$ cat src/rtl/param_multifunction_shift_sequencer.sv
// General-purpose shift/rotate working register with a multi-step "shift by N" sequencer.
// Define SHIFTREG_ABORT_EN to add an abort input that cancels a running sequence.
module param_multifunction_shift_sequencer #(
  parameter int WIDTH = 8,
  parameter int AMT_W = 4
) (
  input  logic             clock,
  input  logic             reset,
  input  logic             e,
  input  logic [2:0]       op,
  input  logic             start,
  input  logic [AMT_W-1:0] amt,
  input  logic             sin,
  input  logic [WIDTH-1:0] d,
`ifdef SHIFTREG_ABORT_EN
  input  logic             abort,
`endif
  output logic [WIDTH-1:0] q,
  output logic             sout,
  output logic             busy,
  output logic             done
);

  localparam logic [2:0] OP_HOLD = 3'b000;
  localparam logic [2:0] OP_LOAD = 3'b001;
  localparam logic [2:0] OP_LSR  = 3'b010;
  localparam logic [2:0] OP_ASR  = 3'b011;
  localparam logic [2:0] OP_LSL  = 3'b100;
  localparam logic [2:0] OP_ROR  = 3'b101;
  localparam logic [2:0] OP_ROL  = 3'b110;
  localparam logic [2:0] OP_CLR  = 3'b111;

  logic [WIDTH-1:0] q_q, q_d;
  logic             sout_q, sout_d;
  logic             busy_q, busy_d;
  logic             done_q, done_d;
  logic [AMT_W-1:0] cnt_q, cnt_d;
  logic [2:0]       op_q, op_d;

  logic [2:0]       execOp;
  logic [WIDTH-1:0] stepQ;
  logic             stepSout;
  logic             isShift;
  logic             abortHit;

  // A running sequence replays the latched op; otherwise the live op is used.
  assign execOp  = busy_q ? op_q : op;
  assign isShift = (op >= OP_LSR) && (op <= OP_ROL);

`ifdef SHIFTREG_ABORT_EN
  assign abortHit = abort & busy_q;
`else
  assign abortHit = 1'b0;
`endif

  always_comb begin
    stepQ    = q_q;
    stepSout = sout_q;
    case (execOp)
      OP_HOLD: ;
      OP_LOAD: stepQ = d;
      OP_LSR:  begin stepQ = {sin, q_q[WIDTH-1:1]};          stepSout = q_q[0];       end
      OP_ASR:  begin stepQ = {q_q[WIDTH-1], q_q[WIDTH-1:1]}; stepSout = q_q[0];       end
      OP_LSL:  begin stepQ = {q_q[WIDTH-2:0], sin};          stepSout = q_q[WIDTH-1]; end
      OP_ROR:  begin stepQ = {q_q[0], q_q[WIDTH-1:1]};       stepSout = q_q[0];       end
      OP_ROL:  begin stepQ = {q_q[WIDTH-2:0], q_q[WIDTH-1]}; stepSout = q_q[WIDTH-1]; end
      OP_CLR:  begin stepQ = '0;                             stepSout = 1'b0;         end
      default: ;
    endcase
  end

  // done is a one-cycle pulse, so it defaults low every edge regardless of e.
  always_comb begin
    q_d    = q_q;
    sout_d = sout_q;
    busy_d = busy_q;
    done_d = 1'b0;
    cnt_d  = cnt_q;
    op_d   = op_q;
    if (abortHit) begin
      busy_d = 1'b0;
      cnt_d  = '0;
    end else if (busy_q) begin
      if (e) begin
        q_d    = stepQ;
        sout_d = stepSout;
        cnt_d  = cnt_q - AMT_W'(1);
        if (cnt_q == AMT_W'(1)) begin
          busy_d = 1'b0;
          done_d = 1'b1;
        end
      end
    end else if (e) begin
      q_d    = stepQ;
      sout_d = stepSout;
      if (start) begin
        if (isShift && (amt != '0)) begin
          op_d  = op;
          cnt_d = amt - AMT_W'(1);
          if (amt == AMT_W'(1)) done_d = 1'b1;
          else                  busy_d = 1'b1;
        end else begin
          done_d = 1'b1;
        end
      end
    end
  end

  always_ff @(posedge clock or negedge reset) begin
    if (!reset) begin
      q_q    <= '0;
      sout_q <= 1'b0;
      busy_q <= 1'b0;
      done_q <= 1'b0;
      cnt_q  <= '0;
      op_q   <= OP_HOLD;
    end else begin
      q_q    <= q_d;
      sout_q <= sout_d;
      busy_q <= busy_d;
      done_q <= done_d;
      cnt_q  <= cnt_d;
      op_q   <= op_d;
    end
  end

  assign q    = q_q;
  assign sout = sout_q;
  assign busy = busy_q;
  assign done = done_q;

endmodule

$ cat config.mk
export PLATFORM = sky130hd
export DESIGN_NAME = param_multifunction_shift_sequencer
export DESIGN_NICKNAME = d
export VERILOG_FILES = /design/src/rtl/param_multifunction_shift_sequencer.sv
export SDC_FILE = /design/constraint.sdc
export NUM_CORES = 1
export LEC_CHECK = 0
export ABC_AREA = 0
export BUFFER_PORTS_ARGS = -buffer_cell sky130_fd_sc_hd__clkbuf_2
export CORE_MARGIN = 2
export CORE_UTILIZATION = 56
export CTS_BUF_LIST = sky130_fd_sc_hd__clkbuf_16
export CTS_CLUSTER_SIZE = 24
export DETAILED_ROUTE_END_ITERATION = 7
export HOLD_SLACK_MARGIN = 0.12
export PLACE_DENSITY = 0.94
export SLEW_MARGIN = 5
export SYNTH_ARGS = -nofsm -noshare
export SYNTH_HDL_FRONTEND = slang
export SYNTH_SLANG_ARGS = --single-unit
$ cat constraint.sdc
create_clock -name clock -period 3.69 [get_ports clock]
set_input_delay 0.1845 -clock clock [delete_from_list [all_inputs] [get_ports clock]]
set_output_delay 0.1845 -clock clock [all_outputs]
set_load 0.02 [all_outputs]
==> results of run 1 <==
power groups by stage:
stage                     Clock [mW]  Combinational, mW  Sequential [mW]
after CTS                      0.219              0.608            0.427
after global routing           0.228              0.663            0.447
after detailed placement           0              0.600            0.429
after global placement             0              0.571            0.418
final                          0.220              0.608            0.432
after floorplan                    0              0.422            0.437
state kept, by name (all words and copies together) (netlist names):
register	count
cnt_q	4
q	8
busy	1
done	1
sout	1
op_q	3
tightest hold or removal path, cell delays in order:
cell and delay [ps]:
clkbuf_2 80, nor2_1 90, o31ai_1 70
cell usage after synthesis, types with 2 or more instances:
cell type   n
o221a_2     2
dfrtp_1    18
inv_1       7
a31oi_1     3
mux2i_1     2
nand2_1    18
ha_1        4
mux2_1      3
o21ai_0     5
buf_1       2
a32oi_1     2
nand3b_1    2
a22oi_1     2
xnor2_1     2
nor2b_1     2
nand3_1     4
nor3_1      4
mux2_2      3
a21oi_1     4
a221oi_1    6
o31ai_1     7
nor2_1     18
kinds of logic (layout without fill, tap and decap cells):
logic type | after synthesis | count (layout) | share of synthesized area
xor gates and xnor gates | 2 | 2 | 0.01441
AOI/OAI and AO/OA | 36 | 36 | 0.2202
DFF | 18 | 18 | 0.3704
adders and majority gates | 4 | 4 | 0.04115
muxes | 9 | 9 | 0.08333
and+or+nand+nor | 56 | 56 | 0.2335
buffers and inverters | 11 | 42 | 0.03704
routing by layer:
metal / track usage / wire [um] / up-vias
met4: 0.09910 / 51 / 0
li1: - / - / 568
met1: 0.3096 / 1222 / 560
met5: 0 / 0 / -
met3: 0.03869 / 140 / 7
met2: 0.4211 / 1524 / 47
area by class of cell:
type	instances	area, sq um
tap	27	33.78
inverter	7	26.28
clock buffer	3	75.07
timing repair buffer	31	160.2
fill	165	531.8
sequential	18	450.4
multi-input combinational	107	720.7
clock inverter	1	3.754
worst paths after layout:
path                                       start               end  slack, ps  cells past startpoint
worst max-delay path              busy$_DFF_PN0_  q[7]$_DFFE_PN0P_       1420                      5
worst min-delay path                        d[2]  q[2]$_DFFE_PN0P_        210                      3
worst max register to register    busy$_DFF_PN0_  q[7]$_DFFE_PN0P_       1420                      5
worst min register to register  sout$_DFFE_PN0P_  sout$_DFFE_PN0P_        540                      2
max in group asynchronous                  reset    done$_DFF_PN0_       2970                      2
min in group asynchronous                  reset  q[6]$_DFFE_PN0P_        410                      2
metrics by stage:
stage	utilization	setup slack, ps	hold slack, ps	power [mW]
finish	0.7344	1424	208.0	1.260
global route	0.7344	1266	229.5	1.338
CTS	0.7344	1449	210.6	1.254
detailed placement	0.6900	1465	156.4	1.029
global placement	0.6900	1611	151.4	0.9897
floorplan	-	1897	-111.1	0.8588
what timing repair did:
action                                 in CTS  in global routing
setup endpoints to repair                   0                  0
endpoints found under the hold margin      18                  0
hold buffers                                1                  0
==> run_results.csv, run 1 <==
group,metric,value,unit
outcome,status,"finished clean",
global_route,grt_max_degree,23,
setup_path,worstPathArrival,2400,ps
setup_path,critPathLaunchType,"flop",
layout,final_common_cell,"clkbuf_2",
layout,drive_gt1_frac,0.2635,
pwr,switching_share,0.4463,
floorplanning,ios,31,
yosys,synth-seq-cells,18,
sta,max_freq,441.3,MHz
sta,fin_crit,2266,ps
yosys,netlist_instances,136,
global_route,grt_pass1_vias,1060,
setup_path,crit_path_end_kind,"flop",
layout,fin_nets,192,
placement,dp.cells,189,
setup_path,critical_path_class,"reg2reg",
global_route,grt-ovfl-total,0,
drt,ant_nets,0,
pwr,power_frac_comb,0.483,
clock_tree,clock_latency,250,ps
yosys,ys_async_sr_fraction,1.000,
worst_hold_path,holdCritPathClass,"in2reg",
setup_path,critPathRequiredTime,3820,ps
sta,setup_violations,0,
layout,antennaDiodeCount,0,
yosys,avgSynthCellArea,8.942,sq um
drt,num_vias,1182,
layout,final_cell_mix,"clkbuf_2 (30), nor2_1 (18), nand2_1 (18), dfrtp_1 (18)",
clock_tree,cts_sinks,18,
placement,port_buffers,30,
clock_tree,root_buffer,"clkbuf_16",
pwr,p_leak,0.6903,nW
sta,slew_headroom,0.4673,
setup_path,crit_buf_inv,0,
sta,timing.final.crit_share,0.6140,
setup_path,slowest_stage,"dfrtp_1",
setup_path,cp_max_fo,22,
yosys,yosysUniqueCellTypes,38,
drt,viasPerCell,6.093,
pwr,clkPwrFrac,0.175,
sta,fin_worst_skew,3.974,ps
floorplanning,initial_core_util,0.6075,
yosys,synth_area,1216,sq um
pwr,internal_power,697.9,uW
floorplanning,fp-row-count,16,
layout,fin_area,1470,sq um
setup_path,crit_family,"flip-flops",
placement,place_area,1381,sq um
global_route,grt_pass1_wl,4.781,mm
clock_tree,h-tree-depth,1,
placement,dp_hpwl,2.130,mm
pwr,p_seq_frac,0.343,
drt,drc_errors,0,
yosys,ys_top_cells_by_area,"dfrtp_1 (37%), nand2_1 (5.6%), nor2_1 (5.6%), o31ai_1 (4.3%), a221oi_1 (4.3%)",
drt,drtIter0Drc,36,
clock_tree,cts_resized,0,
clock_tree,numCtsBuffers,3,
yosys,synth_edf_count,0,
placement,place_congestion,0.8891,
drt,dr.pass1.iters,4,
yosys,ys_seq_area_frac,0.3704,
floorplanning,die_h,50.60,um
drt,wl_per_cell,15.14,um
job,maxCapViolCount,0,
clock_tree,ctsLongestPathBuffers,2,
yosys,synthFlopType,"dfrtp_1",
global_route,grt_antenna_before_repair,0,
yosys,yosysWarnings,0,
layout,area_growth,20.88,%
layout,instances_no_fill,194,
clock_tree,clk_pin_slew,50,ps
setup_path,crit_chain,"mux2i_2, nor2_1, a32oi_1, nand2_1, mux2_2",
sta,slew_violations,0,
floorplanning,core_area,2002,sq um
global_route,grt.total_usage,0.2467,
sta,hold_violations,0,
floorplanning,dieArea,2560,sq um
setup_path,slowest_delay,860,ps
pwr,p_per_area,857.3,nW/um^2
sta,tns,0,ps
floorplanning,die_width,50.60,um
sta,rsz0062_at_grt,"no",
pwr,power.switching,562.6,uW
yosys,syn-num-nets,160,
yosys,yosysTopAreaCellShare,0.3704,
clock_tree,cts_tree,"yes",
drt,wirelength,2.938,mm
yosys,synth.largest_area_cell,"dfrtp_1",
pwr,vdd_drop_max,0.4324,mV
sta,worst_pin_slew,799.0,ps
clock_tree,post-cts-setup-buffers,0,
(Power assumes the default switching activity.)
==> run 2, diff against run 1 <==
ABC_AREA = 1   (was 0)
CORE_UTILIZATION = 53   (was 56)
PLACE_DENSITY = 0.89   (was 0.94)
clock period = 2.1 ns   (was 3.69 ns; I/O delays follow)
==> run_results.csv, run 2 <==
group,metric,value,unit
floorplanning,ios,31,
setup_path,crit_chain,"buf_4, nand2_4, nand2_4, nor2_8, inv_4, nand2_2, o21ai_0, nand2_1, nand2_1",
layout,regArea,450.4,sq um
layout,fin_area,1572,sq um
yosys,synth_commonest_cells,"nand2_1 (67), nand3_1 (26), inv_1 (20)",
yosys,netlist_instances,191,
global_route,grt_pass1_vias,1205,
yosys,ys_seq_area_frac,0.3380,
pwr,p_leak,0.8947,nW
worst_hold_path,holdPathStages,3,
sta,timing.final.crit_share,0.7055,
sta,setup_violations,0,
sta,hold_violations,0,
setup_path,slowest_stage,"dfrtp_1",
global_route,grt_max_degree,19,
setup_path,crit_family,"simple AND/OR/NAND/NOR gates",
sta,worst_pin_slew,459.7,ps
pwr,p_per_area,1622,nW/um^2
clock_tree,numCtsBuffers,3,
setup_path,critPathRequiredTime,2240,ps
yosys,yosysTopAreaCellShare,0.3380,
pwr,clkPwrFrac,0.151,
layout,antennaDiodeCount,0,
floorplanning,initial_core_util,0.5478,
yosys,synth_area,1333,sq um
setup_path,crit_buf_inv,2,
placement,place_area,1486,sq um
clock_tree,cts_sinks,18,
setup_path,cp-startpoint,"busy$_DFF_PN0_",
layout,area_growth,17.93,%
setup_path,ff2ff_path_depth,9,
drt,viasPerCell,5.198,
setup_path,critical_path_class,"reg2reg",
sta,rsz0062_at_grt,"no",
yosys,yosysWarnings,0,
global_route,grt_pass1_wl,5.009,mm
sta,slew_headroom,0.6935,
setup_path,worstPathArrival,1620,ps
floorplanning,dieArea,2931,sq um
drt,drtIter0Drc,43,
sta,fin_ws,618.4,ps
placement,place_congestion,0.9060,
floorplanning,core_area,2432,sq um
layout,final_cell_mix,"nand2_1 (67), clkbuf_2 (30), nand3_1 (26)",
clock_tree,clk_pin_slew,50,ps
clock_tree,clock_latency,250,ps
setup_path,r2r-start,"busy$_DFF_PN0_",
layout,multi_input_area,755.7,sq um
layout,drive_gt1_frac,0.2162,
worst_hold_path,holdCritPathClass,"in2reg",
worst_hold_path,hp-start,"start",
yosys,ys_top_cells_by_area,"dfrtp_1 (34%), nand2_1 (19%), nand3_1 (9.8%), inv_1 (5.6%), o21ai_0 (5.3%)",
setup_path,reg2reg_slack,620,ps
sta,slew_violations,0,
global_route,grt_antenna_before_repair,0,
setup_path,cp_max_fo,13,
yosys,synth.largest_area_cell,"dfrtp_1",
sta,fin_crit,1482,ps
job,maxCapViolCount,0,
drt,dr.pass1.iters,4,
floorplanning,die_width,54.14,um
yosys,synth.most_common_cell,"nand2_1",
yosys,synth-seq-cells,18,
placement,port_buffers,30,
drt,wl_per_cell,11.62,um
yosys,syn-num-nets,215,
yosys,avgSynthCellArea,6.977,sq um
clock_tree,ctsLongestPathBuffers,2,
pwr,power_frac_comb,0.576,
pwr,power.switching,1.247,mW
floorplanning,die_h,54.14,um
clock_tree,cts_tree,"yes",
placement,dp_hpwl,2.184,mm
setup_path,path_depth,9,
layout,nFillCells,221,
global_route,grt-ovfl-total,0,
drt,num_vias,1310,
sta,fin_worst_skew,0.9472,ps
drt,drc_errors,0,
pwr,switching_share,0.4891,
clock_tree,cts_resized,0,
yosys,synth_edf_count,0,
placement,post-place-ws,629.3,ps
sta,tns,0,ps
floorplanning,fp-row-count,18,
drt,wirelength,2.929,mm
pwr,internal_power,1.303,mW
setup_path,critPathLaunchType,"flop",
setup_path,r2r-end,"q[2]$_DFFE_PN0P_",
setup_path,crit_path_end_kind,"flop",
clock_tree,h-tree-depth,1,
clock_tree,root_buffer,"clkbuf_16",
worst_hold_path,min_to,"done$_DFF_PN0_",
layout,final_common_cell,"nand2_1",
yosys,synthFlopType,"dfrtp_1",
global_route,grt.total_usage,0.2303,
layout,fin_nets,248,
layout,largest_register_ffs,8,
drt,ant_nets,0,
pwr,vdd_drop_max,0.7510,mV
setup_path,slowest_delay,390,ps
sta,fin_hold_ws,128.7,ps
pwr,p_seq_frac,0.274,
yosys,ys_async_sr_fraction,1.000,
outcome,status,"finished clean",
yosys,yosysUniqueCellTypes,26,
sta,max_freq,675.0,MHz
[run 2: cell types whose count changed after synthesis, moves of 4 or more]
cell	before	now
nand2_1	18	67
nand3_1	4	26
inv_1	7	20
o21ai_0	5	14
o31ai_1	7	0
a221oi_1	6	0
nor2_1	18	12
nand2_2	0	5
nand2_4	0	4
nor3_1	4	0
[run 2: worst max path at each step]
stage | endpoint | slack (ps)
after floorplan | q[0]$_DFFE_PN0P_ | 720
after global placement | q[1]$_DFFE_PN0P_ | 650
after detailed placement | q[2]$_DFFE_PN0P_ | 630
after CTS | q[2]$_DFFE_PN0P_ | 620
after global routing | q[5]$_DFFE_PN0P_ | 490
final | q[2]$_DFFE_PN0P_ | 620
[run 2: cells by family after synthesis]
group	share of synthesized area
fa+ha+maj	0.03756
mux	0.007512
simple gates	0.4122
xor+xnor	0.01315
flops	0.3380
buf+inv	0.09483
compound gates	0.09672
[run 2: power by group through the flow]
stage	logic [mW]	registers [mW]	clock network, mW
floorplan	1.08	0.789	0
global placement	1.43	0.691	0
detailed placement	1.46	0.698	0
CTS	1.47	0.695	0.383
global route	1.70	0.720	0.407
finish	1.47	0.698	0.384
[run 2: per-layer routing]
metal / wire (um) / vias to the layer above / GRT usage
met4: 34 / 0 / 0.08750
met3: 155 / 5 / 0.03889
met2: 1451 / 37 / 0.3936
met5: 0 / - / 0
li1: - / 671 / -
met1: 1287 / 597 / 0.2869
[run 2: metrics by stage]
| stage | utilization | cells | total power, mW |
|---|---|---|---|
| 3_5_place_dp | 0.6111 | 248 | 2.153 |
| 6_report | 0.6461 | 252 | 2.550 |
| 3_3_place_gp | 0.6111 | 248 | 2.126 |
| 2_1_floorplan | - | 191 | 1.865 |
| 4_1_cts | 0.6461 | 252 | 2.550 |
| 5_1_grt | 0.6461 | 252 | 2.825 |
[run 2: repair_timing]
item | CTS | global route
setup buffers | 0 | 0
endpoints found under the hold margin | 18 | 0
hold buffers | 1 | 0
[run 2: area by class of cell]
class,instances,share of cell area
Timing Repair Buffer,32,0.1067
Multi-Input combinational cell,147,0.4809
Tap cell,30,0.02389
Inverter,22,0.05414
Sequential cell,18,0.2866
Clock buffer,3,0.04777
[run 2: worst register-to-register path, cell delays in order, from the launching register on]
cell and delay (ps):
dfrtp_1 390, buf_4 190, nand2_4 80, nand2_4 120, nor2_8 160, inv_4 70, nand2_2 140, o21ai_0 110
nand2_1 70, nand2_1 50
